$ cat src/rtl/count_capture_pkg.sv
// Shared types for the count snapshot stage: entry layout and tag encodings.
package count_capture_pkg;

    localparam int CAP_WIDTH = 8;

    localparam logic [1:0] TAG_NONE = 2'b00;
    localparam logic [1:0] TAG_TRIG = 2'b01;
    localparam logic [1:0] TAG_WRAP = 2'b10;
    localparam logic [1:0] TAG_BOTH = 2'b11;

    typedef struct packed {
        logic wrap;
        logic trig;
    } cap_tag_t;

    typedef struct packed {
        cap_tag_t               tag;
        logic [CAP_WIDTH-1:0]   data;
    } cap_entry_t;

endpackage

$ cat src/rtl/count_capture_if.sv
// Valid/ready snapshot stream presented by count_capture to its consumer.
interface count_capture_if
    import count_capture_pkg::*;
#(
    parameter int WIDTH = 8
);
    logic               out_valid;
    logic               out_ready;
    logic [WIDTH-1:0]   out_data;
    cap_tag_t           out_tag;

    modport master (
        output out_valid,
        output out_data,
        output out_tag,
        input  out_ready
    );

    modport slave (
        input  out_valid,
        input  out_data,
        input  out_tag,
        output out_ready
    );
endinterface

$ cat src/rtl/count_capture_fifo.sv
// Register-based FIFO; the head is read straight from storage, so a pushed
// entry only becomes visible on the cycle after the write.
module capture_fifo
    import count_capture_pkg::*;
#(
    parameter int  DEPTH   = 4,
    parameter type entry_t = cap_entry_t,
    localparam int AW      = $clog2(DEPTH),
    localparam int LW      = AW + 1
) (
    input  logic            clk,
    input  logic            reset,
    input  logic            push_i,
    input  entry_t          data_i,
    input  logic            pop_i,
    output entry_t          head_o,
    output logic            full_o,
    output logic            empty_o,
    output logic [LW-1:0]   level_o
);
    entry_t             mem_q [DEPTH];
    logic [AW-1:0]      wr_ptr_q, wr_ptr_d;
    logic [AW-1:0]      rd_ptr_q, rd_ptr_d;
    logic [LW-1:0]      level_q, level_d;
    logic               push_en, pop_en;

    assign full_o  = (level_q == LW'(DEPTH));
    assign empty_o = (level_q == '0);
    assign level_o = level_q;
    assign head_o  = mem_q[rd_ptr_q];

    // A full FIFO still accepts a push when the head leaves in the same cycle.
    assign pop_en  = pop_i & ~empty_o;
    assign push_en = push_i & (~full_o | pop_en);

    always_comb begin
        wr_ptr_d = wr_ptr_q;
        rd_ptr_d = rd_ptr_q;
        level_d  = level_q;
        if (push_en) wr_ptr_d = wr_ptr_q + AW'(1);
        if (pop_en)  rd_ptr_d = rd_ptr_q + AW'(1);
        if (push_en && !pop_en)      level_d = level_q + LW'(1);
        else if (!push_en && pop_en) level_d = level_q - LW'(1);
    end

    always_ff @(posedge clk or negedge reset) begin
        if (!reset) begin
            wr_ptr_q <= '0;
            rd_ptr_q <= '0;
            level_q  <= '0;
        end else begin
            wr_ptr_q <= wr_ptr_d;
            rd_ptr_q <= rd_ptr_d;
            level_q  <= level_d;
        end
    end

    always_ff @(posedge clk) begin
        if (push_en) mem_q[wr_ptr_q] <= data_i;
    end

endmodule

$ cat src/rtl/count_capture.sv
// Snapshots the upstream counter on trigger rising edges and on wrap-around,
// queues the snapshots and reports dropped events.
module count_capture
    import count_capture_pkg::*;
#(
    parameter int WIDTH  = 8,
    parameter int DEPTH  = 4,
    parameter int DROP_W = 8
) (
    input  logic                    clk,
    input  logic                    reset,
    input  logic [WIDTH-1:0]        count_in,
    input  logic                    trig,
    input  logic                    clr_ovf,
    count_capture_if.master         bus,
    output logic                    ovf,
    output logic [DROP_W-1:0]       drop_cnt,
    output logic [$clog2(DEPTH):0]  level
);
    typedef struct packed {
        cap_tag_t           tag;
        logic [WIDTH-1:0]   data;
    } entry_t;

    logic               trig_q;
    logic [WIDTH-1:0]   count_q;
    logic               ovf_q, ovf_d;
    logic [DROP_W-1:0]  drop_cnt_q, drop_cnt_d;

    logic               trig_ev, wrap_ev, event_any, pop, drop;
    logic               full, empty;
    entry_t             push_entry, head;

    assign trig_ev   = trig & ~trig_q;
    assign wrap_ev   = (count_q == '1) & (count_in == '0);
    assign event_any = trig_ev | wrap_ev;

    assign push_entry.tag.wrap = wrap_ev;
    assign push_entry.tag.trig = trig_ev;
    assign push_entry.data     = count_in;

    assign pop  = bus.out_valid & bus.out_ready;
    assign drop = event_any & full & ~pop;

    capture_fifo #(
        .DEPTH   (DEPTH),
        .entry_t (entry_t)
    ) u_fifo (
        .clk     (clk),
        .reset   (reset),
        .push_i  (event_any),
        .data_i  (push_entry),
        .pop_i   (pop),
        .head_o  (head),
        .full_o  (full),
        .empty_o (empty),
        .level_o (level)
    );

    assign bus.out_valid = ~empty;
    assign bus.out_data  = empty ? '0 : head.data;
    assign bus.out_tag   = empty ? '0 : head.tag;

    // A drop in the clear cycle restarts the count at one rather than zero.
    always_comb begin
        ovf_d      = ovf_q;
        drop_cnt_d = drop_cnt_q;
        if (drop) begin
            ovf_d = 1'b1;
            if (clr_ovf)               drop_cnt_d = DROP_W'(1);
            else if (drop_cnt_q != '1) drop_cnt_d = drop_cnt_q + DROP_W'(1);
        end else if (clr_ovf) begin
            ovf_d      = 1'b0;
            drop_cnt_d = '0;
        end
    end

    always_ff @(posedge clk or negedge reset) begin
        if (!reset) begin
            trig_q     <= 1'b0;
            count_q    <= '0;
            ovf_q      <= 1'b0;
            drop_cnt_q <= '0;
        end else begin
            trig_q     <= trig;
            count_q    <= count_in;
            ovf_q      <= ovf_d;
            drop_cnt_q <= drop_cnt_d;
        end
    end

    assign ovf      = ovf_q;
    assign drop_cnt = drop_cnt_q;

endmodule

$ cat src/flat_wrapper.sv
// flat-port wrapper written by rule: the top's interface ports become plain ports
module count_capture_flat import count_capture_pkg::*;
#(
    parameter int WIDTH  = 8,
    parameter int DEPTH  = 4,
    parameter int DROP_W = 8
)
  (clk, reset, count_in, trig, clr_ovf, ovf, drop_cnt, level, bus_out_valid, bus_out_data, bus_out_tag, bus_out_ready);
  count_capture_if #(.WIDTH(WIDTH)) bus_i ();
  input  logic clk;
  input  logic reset;
  input  logic [WIDTH-1:0] count_in;
  input  logic trig;
  input  logic clr_ovf;
  output logic ovf;
  output logic [DROP_W-1:0] drop_cnt;
  output logic [$clog2(DEPTH):0] level;
  output wire logic [$bits(bus_i.out_valid)-1:0] bus_out_valid;
  output wire logic [$bits(bus_i.out_data)-1:0] bus_out_data;
  output wire logic [$bits(bus_i.out_tag)-1:0] bus_out_tag;
  input wire logic [$bits(bus_i.out_ready)-1:0] bus_out_ready;
  assign bus_out_valid = bus_i.out_valid;
  assign bus_out_data = bus_i.out_data;
  assign bus_out_tag = bus_i.out_tag;
  assign bus_i.out_ready = bus_out_ready;
  count_capture #(.WIDTH(WIDTH), .DEPTH(DEPTH), .DROP_W(DROP_W)) u_core (.clk(clk), .reset(reset), .count_in(count_in), .trig(trig), .clr_ovf(clr_ovf), .bus(bus_i), .ovf(ovf), .drop_cnt(drop_cnt), .level(level));
endmodule
$ cat config.mk
export PLATFORM = sky130hd
export DESIGN_NAME = count_capture_flat
export DESIGN_NICKNAME = d
export VERILOG_FILES = /design/src/rtl/count_capture_pkg.sv /design/src/rtl/count_capture_if.sv /design/src/rtl/count_capture_fifo.sv /design/src/rtl/count_capture.sv /design/src/flat_wrapper.sv
export SDC_FILE = /design/constraint.sdc
export NUM_CORES = 1
export LEC_CHECK = 0
export BUFFER_PORTS_ARGS = -buffer_cell sky130_fd_sc_hd__buf_4
export CAP_MARGIN = 20
export CELL_PAD_IN_SITES_DETAIL_PLACEMENT = 0
export CELL_PAD_IN_SITES_GLOBAL_PLACEMENT = 2
export CORE_ASPECT_RATIO = 1.75
export CORE_MARGIN = 1
export CORE_UTILIZATION = 39
export CTS_BUF_LIST = sky130_fd_sc_hd__clkbuf_8
export DETAILED_ROUTE_END_ITERATION = 16
export HOLD_SLACK_MARGIN = 0.06
export PLACE_DENSITY_LB_ADDON = 0.1
export SLEW_MARGIN = 20
export SYNTH_ARGS = -nofsm -noshare
export SYNTH_HDL_FRONTEND = slang
export SYNTH_HIERARCHICAL = 1
export SYNTH_SLANG_ARGS = --single-unit
$ cat constraint.sdc
create_clock -name clk -period 2.7 [get_ports clk]
set_input_delay 0.135 -clock clk [delete_from_list [all_inputs] [get_ports clk]]
set_output_delay 0.135 -clock clk [all_outputs]
set_load 0.01 [all_outputs]
# Word level (Yosys, flattened, before mapping)
# Memories as Yosys holds them, arrays and structs flattened.
# Index checks and enable logic that the tools add are counted.
# W data, S select, Z words.
# totals
reg_bits,25
ramBits,40
inputBits,13
output_inout_bits,23
n_memories,1
# mem_list
name,depth,word_bits,rd,rd_clocked_by_memory_dff,wr,line,rtl
u_core.u_fifo.mem_q,4,10,1,0,1,count_capture_fifo.sv:21,entry_t mem_q [DEPTH];
# op_classes
addsub,5
n_eq_ne,3
muxes,12
n_bitwise,13
reduce_logical,10
# op_table
op,n
$mux W8,5
$add A8 B1 Y8 const B,1
$eq A8 B8 Y1 const B,1
$logic_not A8 Y1,1
$ne A8 B8 Y1 const B,1
$and A1 B1 Y1,7
$mux W3,2
$reduce_bool A2 Y1,3
$add A2 B1 Y2 const B,2
$mux W1,4
$not A1 Y1,4
$add A3 B1 Y3 const B,1
$eq A3 B3 Y1 const B,1
$logic_not A3 Y1,1
$sub A3 B1 Y3 const B,1
$logic_and A1 B1 Y1,2
$logic_not A1 Y1,2
$mux W2,1
$or A1 B1 Y1,2
$reduce_and A2 Y1,1

# Logic depth before layout (Yosys ltp)
# logic_depth
depth_word,10
ltp_mapped,11
mapped_depth_nobuf,11

# Cells and area by module
# Netlist, hierarchy kept.
# modules_own_cells
mod,instances,cells_each,area_per_inst_um2,seq_area_each_um2
capture_fifo,1,87,1899.3,1376.3
count_capture,1,84,922.1,450.4

# Worst setup path after synthesis
# No wires, ideal clock.
# synth_path
path_kind,register to register
startpoint,register u_core.count_q[0]
endpoint,"register u_core.u_fifo.level_q[2], in the netlist u_core/u_fifo/level_o[2]"
setup_ps,79
arrival_ps,2581
setup_slack_ps,40
path_stages_with_launch,12
n_path_buf,1
synth_period_minus_slack_ps,2660
cell_sequence,dfrtp_1 -> or4b_1 -> o41a_1 -> buf_6 -> inv_1 -> a21boi_4 -> ha_1 -> inv_1 -> fa_1 -> xor2_1 -> nor2_1 -> xor2_1
# synth_via
elab_chain_len,7
word_cells_on_any_way,9
cone_classes,eq/ne (1); mux (1); bitwise (3); reduce/logical (4)
# synth_rtl
item,line,rtl
start: declaration,count_capture.sv:26,logic [WIDTH-1:0] count_q;
start signal: assignment,count_capture.sv:86,count_q <= count_in;
$eq A8 B8 Y1 *,count_capture.sv:35,assign wrap_ev = (count_q == '1) & (count_in == '0);
$and A1 B1 Y1 *,count_capture.sv:35,
$or A1 B1 Y1 *,count_capture.sv:36,assign event_any = trig_ev | wrap_ev;
named net u_core.event_any,count_capture.sv:30,"logic trig_ev, wrap_ev, event_any, pop, drop;"
$and A1 B1 Y1 *,count_capture_fifo.sv:34,assign push_en = push_i & (~full_o | pop_en);
named net u_core.u_fifo.push_en,count_capture_fifo.sv:25,"logic push_en, pop_en;"
$logic_not A1 Y1,count_capture_fifo.sv:43,else if (!push_en && pop_en) level_d = level_q - LW'(1);
$logic_and A1 B1 Y1,count_capture_fifo.sv:43,
$reduce_bool A2 Y1 (no line),-,
end signal: assignment,count_capture_fifo.sv:54,level_q <= level_d;
end: declaration,count_capture_fifo.sv:24,"logic [LW-1:0] level_q, level_d;"
# Mark *: on every way through the listed nets, which the timed path passes. The rest lies on a longest branch.
# A chain may end at the register's enable or synchronous reset.

# Final worst setup path
# layout_path
startpoint,register u_core.count_q[1]
endpoint,"register u_core.u_fifo.level_q[2], in the netlist u_core/u_fifo/level_o[2]"
# Same word-level chain as after synthesis.

==> results by group <==
Run status
  • Status: complete, no violations

Cells and area
  • Fin util: 50.2%
  • Diode count: 0
  • Most frequent cells in the layout: buf_4 (41), edfxtp_1 (40), dfrtp_1 (25)
  • Layout Nets: 249
  • Layout cells sized above 1: 31.6%
  • Commonest non-fill, non-tap cell in the layout: buf_4
  • Fin area: between 3000 and 4000 µm²
  • Layout Area Growth over Synthesis: 22.8%

CTS
  • Sink Count: 65
  • Clk slew on worst S/H paths: 0.07 ns
  • H-tree levels: 3
  • TritonCTS buffer count: 9
  • Clk_lat worst skew: approximately 0.33 ns
  • CTS tree: done
  • Clock Tree Buf Depth: 2
  • Clk root buf: clkbuf_8

Floorplanning
  • Cell row count: 40
  • Initial Utilization: approximately 41%
  • Core area: 6910 µm²
  • Die height: approximately 110 µm
  • IO Pins: 36
  • Die area: 7590 µm²
  • Die W: 66.3 µm

Global route
  • Gr usage total: between 10% and 20%
  • Vias in the first global route: 1740
  • Global-route wire length before repair: between 8000 and 9000 µm
  • GRT overflow: 0
  • Initial antenna violation count: 0
  • Largest net degree at the start of global routing: 26

Setup path
  • Setup crit start kind: flop
  • Type of the worst setup path: reg -> reg
  • Critical Path RT: just under 3 ns
  • Worst endpoint data arrival time: 2.80 ns
  • Crit path capture type: flop
  • Crit path max fanout: 2

Synth
  • Synth area leader: edfxtp_1
  • Syn Nets: about 190
  • Top cell type's share of synthesized area: approximately 43%
  • Yosys warns: 6
  • Cell variety after synth: between 40 and 50
  • Ys async rst share: 38.5%
  • Post-synthesis sequential area ratio: roughly two thirds
  • Ranking of synthesized cells by area: edfxtp_1 (43%), dfrtp_1 (22%), mux4_2 (4.8%)
  • Mapped Area: 2820 µm²
  • Top FF cell, synth: edfxtp_1
  • Avg Cell Area, Syn: approximately 16 µm²
  • EDFF count, synth: 40
  • Post-synthesis cell count: roughly 170
  • Synthesized flop and latch total: 65

Power and ir drop
  • Leakage: 1.38 nW
  • Worst vdd ir: between 0.2 and 0.3 mV
  • Comb power frac: between 30 and 40%
  • NetSw: 0.884 mW
  • Seq pwr share: a little under half
  • Clock share of power: ~22%
  • Internal Power: ~2.0 mW
  • Net Sw Frac: roughly 30%
  • P per Cell Area: 844 nW/µm²
  • Pwr Total: 2.92 mW

Placed design
  • Buffers on Ports: 35
  • Global placer's final weighted congestion: 0.670
  • Area after DPL: between 3000 and 4000 µm²
  • Dpl hpwl: between 3000 and 4000 µm

Drt
  • DR vias/cell: between 5 and 6
  • Routed WL: roughly 5600 µm
  • 1st-iter DRT viols: 93
  • DRT Pass-1 Iters: 4
  • Drt wl/cell: 17.5 µm
  • Via count: ~1600
  • DRC violations left: 0
  • Post-DRT Antenna Nets: 0

STA
  • Unrepaired setup endpoints after global routing: false
  • Fmax: 392 MHz
  • Slew Viols, Final: 0
  • Setup TNS: 0 ns
  • Clock skew: 0.00698 ns
  • Final setup fails: 0
  • Fin. Hold Viols: 0
  • Rel. slew slack: 52.9%
  • Worst slew pin tran: 0.699 ns
  • Min Tclk post-route: around 2.6 ns
  • Final period util: between 90 and 100%

Run
  • Max-cap violation count: 0

Worst hold path
  • Hold Crit Class: in -> async
stage by stage:
stage               worst slack [ns]  std cells  hold slack [ns]
CTS                           0.0823        316            0.247
finish                         0.149        318            0.245
global route                  0.0135        318            0.264
detailed placement            0.0590        289           0.0675
floorplan                     0.0396        171           -0.161
global placement               0.131        289           0.0657
critical path, cell delays in order, from the launching register on:
cell	delay, ns
dfrtp_1	0.32
or4b_4	0.46
o41a_1	0.44
inv_1	0.06
a21boi_4	0.17
ha_2	0.19
inv_1	0.05
fa_2	0.33
xor2_1	0.15
nor2_1	0.13
xor2_1	0.16
power by group through the flow:
stage	Combinational, mW	Sequential, mW	Clock, mW
floorplan	0.614	1.30	0
global placement	0.927	1.34	0
detailed placement	0.946	1.35	0
CTS	0.966	1.33	0.666
global route	1.05	1.35	0.705
finish	0.950	1.33	0.645
synthesized netlist by cell type, types with 3 or more instances:
master	number
a21oi_1	3
and2_2	4
dfrtp_1	25
edfxtp_1	40
ha_1	6
inv_1	10
mux2_1	3
mux4_1	4
mux4_2	6
nand2b_1	6
nand4b_1	3
nor2_1	6
nor2b_1	11
xnor2_1	5
layer usage:
| layer | up-vias | part of all wire, % | track usage, % |
|---|---|---|---|
| li1 | 755 | - | - |
| met1 | 826 | 34 | 15.9 |
| met2 | 36 | 60 | 32.8 |
| met3 | 8 | 3.9 | 4.38 |
| met4 | 0 | 1.6 | 7.09 |
| met5 | - | 0 | 0 |
path summary, 6_finish.rpt:
| path | from | endpoint | slack (ns) | cells past startpoint |
|---|---|---|---|---|
| hold reg to reg | u_core/ovf | u_core/ovf | 0.54 | 2 |
| max in group asynchronous | reset | u_core/u_fifo/rd_ptr_q[0] | 2.19 | 2 |
| hold / removal | reset | u_core/drop_cnt[5] | 0.24 | 2 |
| min in group clk | count_in[5] | u_core/u_fifo/mem_q[3][9] | 0.28 | 3 |
| setup / recovery | u_core/count_q[1] | u_core/u_fifo/level_o[2] | 0.15 | 10 |
| setup reg to reg | u_core/count_q[1] | u_core/u_fifo/level_o[2] | 0.15 | 10 |
kinds of logic after synthesis:
group	after synthesis	share of synthesized area (%)
AOI/OAI and AO/OA	10	2.88
xor gates and xnor gates	7	2.17
adders and majority gates	7	3.37
buffers and inverters	15	2.75
DFF	65	64.7
muxes	17	11.4
and+or+nand+nor	50	12.7
flip-flops by register name, indices dropped and copies added, names as in the netlist:
signal,cells
u_core/u_fifo/wr_ptr_q,2
u_core/ovf,1
u_core/drop_cnt,8
u_core/trig_q,1
u_core/u_fifo/level_o,3
u_core/count_q,8
u_core/u_fifo/mem_q,40
u_core/u_fifo/rd_ptr_q,2
layout make-up:
cell class | count | area, µm²
Clock buffer | 9 | 124
Fill cell | 637 | 3440
Clock inverter | 7 | 27.5
Timing Repair Buffer | 52 | 418
Multi-Input combinational cell | 91 | 926
Sequential cell | 65 | 1830
Inverter | 10 | 37.5
Tap cell | 84 | 105
timing repair:
action                                  CTS  global route
buffers inserted                          0             2
gates resized for setup                   0             3
hold buffers                             11             0
endpoints found under the setup margin    0             1
hold endpoints to repair                 68             0
(Power assumes the default switching activity.)
